**config.mk**
```make
export PLATFORM = sky130hd
export DESIGN_NAME = vram_burst_engine
export DESIGN_NICKNAME = d
export VERILOG_FILES = /design/src/rtl/vram_burst_engine.sv
export SDC_FILE = /design/constraint.sdc
export NUM_CORES = 1
export LEC_CHECK = 0
export CAP_MARGIN = 40
export CORE_ASPECT_RATIO = 1.2
export CORE_MARGIN = 3
export CORE_UTILIZATION = 32
export CTS_CLUSTER_SIZE = 10
export DETAILED_ROUTE_END_ITERATION = 7
export PLACE_DENSITY = 0.77
export SLEW_MARGIN = 40
export SYNTH_ARGS = -nofsm -noshare
export SYNTH_HDL_FRONTEND = slang
export SYNTH_SLANG_ARGS = --single-unit
```
**constraint.sdc**
```tcl
create_clock -name clk -period 1.9 [get_ports clk]
set_input_delay 0.57 -clock clk [delete_from_list [all_inputs] [get_ports clk]]
set_output_delay 0.57 -clock clk [all_outputs]
set_load 0.02 [all_outputs]
```
**src/rtl/vram_burst_engine.sv**
```systemverilog
// VRAM burst sequencer: one write burst per vsync rising edge, one read burst at pixel (0,0).
// Optional readback shadow check enabled by defining VRAM_READBACK_CHECK_EN.
module vram_burst_engine #(
  parameter int ADDR_W  = 16,
  parameter int DATA_W  = 16,
  parameter int WR_LEN  = 4,
  parameter int RD_LEN  = 4,
  parameter int WR_BASE = 0,
  parameter int RD_BASE = 0
) (
  input  logic              clk,
  input  logic              reset,
  input  logic              vs,
  input  logic [9:0]        DrawX,
  input  logic [9:0]        DrawY,
  output logic [7:0]        src_idx,
  input  logic [DATA_W-1:0] src_data,
  input  logic              wr_full,
  input  logic              rd_empty,
  input  logic [DATA_W-1:0] readdata,
  output logic              write,
  output logic [ADDR_W-1:0] writeaddr,
  output logic [DATA_W-1:0] writedata,
  output logic              read,
  output logic [ADDR_W-1:0] readaddr,
  output logic [DATA_W-1:0] rd_data,
  output logic [7:0]        rd_idx,
  output logic              rd_valid,
  output logic              busy,
  output logic              wr_done,
  output logic              rd_done,
  output logic              overrun,
  output logic              mismatch
);

  localparam logic [2:0] S_IDLE    = 3'd0;
  localparam logic [2:0] S_WR_REQ  = 3'd1;
  localparam logic [2:0] S_WR_WAIT = 3'd2;
  localparam logic [2:0] S_RD_REQ  = 3'd3;
  localparam logic [2:0] S_RD_WAIT = 3'd4;

  localparam logic [7:0]        WR_LAST   = 8'(WR_LEN - 1);
  localparam logic [7:0]        RD_LAST   = 8'(RD_LEN - 1);
  localparam logic [ADDR_W-1:0] WR_BASE_A = ADDR_W'(WR_BASE);
  localparam logic [ADDR_W-1:0] RD_BASE_A = ADDR_W'(RD_BASE);

  logic [2:0] state;
  logic [7:0] cnt;
  logic       vs_q;
  logic       pix0_q;
  logic       pix0;
  logic       wr_req;
  logic       rd_req;

  assign pix0   = (DrawX == '0) && (DrawY == '0);
  assign wr_req = vs & ~vs_q;
  assign rd_req = pix0 & ~pix0_q;

  // Request-side outputs are forced to zero outside their state so idle outputs read as 0.
  always_comb begin
    write     = (state == S_WR_REQ);
    read      = (state == S_RD_REQ);
    busy      = (state != S_IDLE);
    src_idx   = write ? cnt : '0;
    writeaddr = write ? WR_BASE_A + ADDR_W'(cnt) : '0;
    writedata = write ? src_data : '0;
    readaddr  = read ? RD_BASE_A + ADDR_W'(cnt) : '0;
  end

  always_ff @(posedge clk) begin
    if (reset) begin
      state    <= S_IDLE;
      cnt      <= '0;
      vs_q     <= 1'b0;
      pix0_q   <= 1'b0;
      rd_data  <= '0;
      rd_idx   <= '0;
      rd_valid <= 1'b0;
      wr_done  <= 1'b0;
      rd_done  <= 1'b0;
      overrun  <= 1'b0;
    end else begin
      vs_q     <= vs;
      pix0_q   <= pix0;
      rd_valid <= 1'b0;
      wr_done  <= 1'b0;
      rd_done  <= 1'b0;
      if ((state != S_IDLE) && (wr_req || rd_req))
        overrun <= 1'b1;
      case (state)
        S_IDLE: begin
          cnt <= '0;
          if (wr_req)      state <= S_WR_REQ;
          else if (rd_req) state <= S_RD_REQ;
        end
        S_WR_REQ: state <= S_WR_WAIT;
        S_WR_WAIT: begin
          if (!wr_full) begin
            if (cnt == WR_LAST) begin
              state   <= S_IDLE;
              wr_done <= 1'b1;
            end else begin
              cnt   <= cnt + 8'd1;
              state <= S_WR_REQ;
            end
          end
        end
        S_RD_REQ: state <= S_RD_WAIT;
        S_RD_WAIT: begin
          if (!rd_empty) begin
            rd_data  <= readdata;
            rd_idx   <= cnt;
            rd_valid <= 1'b1;
            if (cnt == RD_LAST) begin
              state   <= S_IDLE;
              rd_done <= 1'b1;
            end else begin
              cnt   <= cnt + 8'd1;
              state <= S_RD_REQ;
            end
          end
        end
        default: state <= S_IDLE;
      endcase
    end
  end

`ifdef VRAM_READBACK_CHECK_EN
  localparam int SH_W = (WR_LEN > 1) ? $clog2(WR_LEN) : 1;

  logic [DATA_W-1:0] shadow [WR_LEN];
  logic              in_shadow;

  assign in_shadow = ({1'b0, cnt} < 9'(WR_LEN));

  // Shadow contents survive reset; only the sticky flag is cleared.
  always_ff @(posedge clk) begin
    if (reset) begin
      mismatch <= 1'b0;
    end else begin
      if (write && in_shadow)
        shadow[cnt[SH_W-1:0]] <= src_data;
      if ((state == S_RD_WAIT) && !rd_empty && in_shadow &&
          (readdata != shadow[cnt[SH_W-1:0]]))
        mismatch <= 1'b1;
    end
  end
`else
  assign mismatch = 1'b0;
`endif

endmodule

```
==> results.yml <==
outcome:
  status: "finished with violations"
  failed_checks: "negative setup slack"
worst_setup_path:
  worst-setup-path-type: "in2out"
  cp_slowest_cell: "clkdlybuf4s50_1"
  worstPathArrival_ps: 1340
  required_ps: 1330
  r2r_slack_ps: 70
  end_kind: "primary output"
  ff2ff_path_depth: 6
  r2r-start: "cnt[0]$_SDFFE_PP0P_"
  reg2reg_to: "cnt[3]$_SDFFE_PP0P_"
  slowest_delay_ps: 470
  crit_fanout: 1
  start_kind: "input port"
  crit_path_cell_trace: "clkdlybuf4s50_1 -> and3_1 -> buf_4"
timing:
  rsz0062_at_grt: "yes"
  fmaxAchievable_ghz: 0.522
  post-route-period-util_pct: 101
  setup_viol: 2
  clock_skew_ps: 6.70
  period_minus_slack_ps: 1910
  worst_slack_ps: -14.7
  drv_slew: 0
  hold_violations: 0
power_and_ir_drop:
  powerDensity_nw_per_um2: 648
  seqPwrFrac_pct: 38.3
  p_sw_share_pct: 29.2
  p_leak_uw: 0.00160
  clock_power_share_pct: 31.2
  pwr-share-comb_pct: 30.5
  irDropWorstVdd_mv: 0.497
  p_int_uw: 1670
  switching_power_uw: 688
clocking:
  hold_buffers: 0
  cts_buffers: 5
  cts_max_path_buffers: 2
  cts_max_level: 2
  path_clk_slew_ps: 70
  cts.sinks: 41
  cts_tree: "done"
  clk_latency_ps: 290
  clockRootBuffer: "clkbuf_8"
yosys:
  ys.flop_type: "dfxtp_1"
  avgSynthCellArea_um2: 7.64
  netlist_area_um2: 2090
  synthCells: 273
  postSynth.asyncResetShare_pct: 0
  synth_seq_area_share_pct: 39.4
  synth-seq-cells: 41
  synth_edf_count: 0
  synth.distinct_cells: 36
  ys_warn_count: 0
worst_hold_path:
  whs_path_depth: 2
  hp-class: "reg2reg"
  hp-start: "rd_data[1]$_SDFFE_PP0P_"
  hold_end: "rd_data[1]$_SDFFE_PP0P_"
route:
  routed_wirelength_mm: 6.59
  drc: 0
  routed-via-count: 2296
  wl_per_cell_um: 13.3
  routed_via_density: 4.64
  drtIter0Drc: 75
  antenna_left: 0
  dr.pass1.iters: 4
place:
  dpl.hpwl_mm: 5.01
  pre_cts_ws_ps: -477
  gp_congestion: 0.786
  portBuffers: 127
cells_and_area:
  fillers: 596
  syn_to_final_growth_pct: 74.3
  antennaDiodeCount: 0
  multi_input_area_um2: 1120
  layout.nets: 470
  drive_gt1_share_pct: 26.6
  seq_area_um2: 830
  finalCoreUtilization_pct: 59.0
global_route:
  grt_pass1_vias: 2233
  grt_usage_pct: 17.2
  grt_max_degree: 36
  grt-ovfl-total: 0
  antenna_found_initial: 0
  grt_pass1_wl_mm: 10.4
floorplanning:
  ioPinCount: 145
  die_area_um2: 7530
  die_w_um: 79.7
  num_rows: 31
  initial_utilization_pct: 33.8
  design.core.area_um2: 6170
  dieHeight_um: 94.4
run:
  maxCapViolCount: 0
## per-layer routing
metal	vias to the layer above	track usage, %	wire length (um)
li1	1165	-	-
met5	-	0	0
met2	73	32.0	3510
met3	9	5.06	439
met4	0	2.87	53
met1	1049	19.6	2590
## worst max-delay path: cells and delay by family
| family | cells | cell delay [ps] |
|---|---|---|
| buffers and inverters | 2 | 610 |
| and+or+nand+nor | 1 | 160 |
## worst max-delay path by stage
stage	slack, ps	from	depth (start not counted)	endpoint
global route	-60	cnt[0]$_SDFFE_PP0P_	6	cnt[3]$_SDFFE_PP0P_
global placement	-450	src_data[11]	3	writedata[11]
finish	-10	src_data[14]	3	writedata[14]
detailed placement	-480	src_data[4]	3	writedata[4]
CTS	-8	state[2]$_SDFFE_PP0P_	4	writeaddr[5]
floorplan	20	state[0]$_SDFFE_PP0P_	4	writeaddr[0]
## power groups by stage
stage               combinational [uW]  clock, uW  sequential (uW)
CTS                                660        759              901
finish                             717        735              903
floorplan                          341          0              927
global route                       771        790              906
detailed placement                 691          0              917
global placement                   684          0              917
## timing repair
action	CTS	global route
pin swaps	1	2
endpoints found under the hold margin	0	0
resized for setup	185	50
setup endpoints to repair	43	50
setup buffers	0	3
## placed cells by master (no fill, tap or decap), drive strengths merged, types with 2 or more instances in the layout
master,Yosys,routed
nand3,4,4
nor2b,4,4
conb,1,17
nand2,60,60
buf,27,74
and3,32,32
inv,4,4
xor2,2,2
nor4,6,6
nor2,10,10
o31a,2,2
nor3,6,6
dfxtp,41,41
or3,5,5
nand2b,2,2
clkbuf,16,7
clkdlybuf4s50,0,77
o211ai,3,3
a21oi,32,32
dlymetal6s2s,0,7
o21ai,4,4
## Yosys cell counts, types with 2 or more instances
cell / count / area, um2
xor2_1: 2 / 17.5
o21ai_0: 2 / 10.0
nor2b_1: 3 / 18.8
nand2_1: 60 / 225
clkbuf_1: 16 / 60.1
nor2_1: 10 / 37.5
a21oi_1: 32 / 160
nand2b_1: 2 / 12.5
buf_4: 25 / 188
or3_1: 5 / 31.3
nor3_1: 6 / 30.0
o211ai_1: 3 / 22.5
inv_1: 4 / 15.0
and3_1: 32 / 200
o31a_1: 2 / 17.5
nand3_1: 4 / 20.0
nor4_1: 6 / 37.5
dfxtp_1: 41 / 821
## layout make-up
cell class / instances / area share, %
Timing Repair Buffer: 159 / 39.8
Clock inverter: 2 / 1.03
Tap cell: 82 / 2.82
Sequential cell: 41 / 22.8
Multi-Input combinational cell: 201 / 30.8
Inverter: 4 / 0.413
Clock buffer: 6 / 2.27
## cell families (layout without fill, tap and decap cells)
kind of cell               count (synthesis)  after routing  share of synthesized area [%]
xor gates and xnor gates                   2              2                          0.840
adders and majority gates                  1              1                          0.600
and+or+nand+nor                          134            134                           31.8
DFF                                       41             41                           39.4
buffers and inverters                     47            171                           13.4
other                                      1             17                          0.180
AOI/OAI and AO/OA                         47             47                           13.9
## state kept, by name, summed over array words and instances (netlist names)
name      flops
cnt           8
pix0_q        1
wr_done       1
rd_data      16
state         3
rd_idx        8
rd_valid      1
rd_done       1
vs_q          1
overrun       1
## through the flow
step | area (um2) | cells | hold slack, ps | power (uW) | TNS, ps
2_1_floorplan | 2160 | 289 | 476 | 1270 | 0
5_1_grt | 3640 | 495 | 481 | 2470 | -497
3_5_place_dp | 3510 | 484 | 448 | 1610 | -17770
3_3_place_gp | 3510 | 484 | 441 | 1600 | -16450
6_report | 3640 | 495 | 454 | 2360 | -15.7
4_1_cts | 3470 | 492 | 459 | 2320 | -14.0
Note: power is estimated with default switching activity, not from simulation.
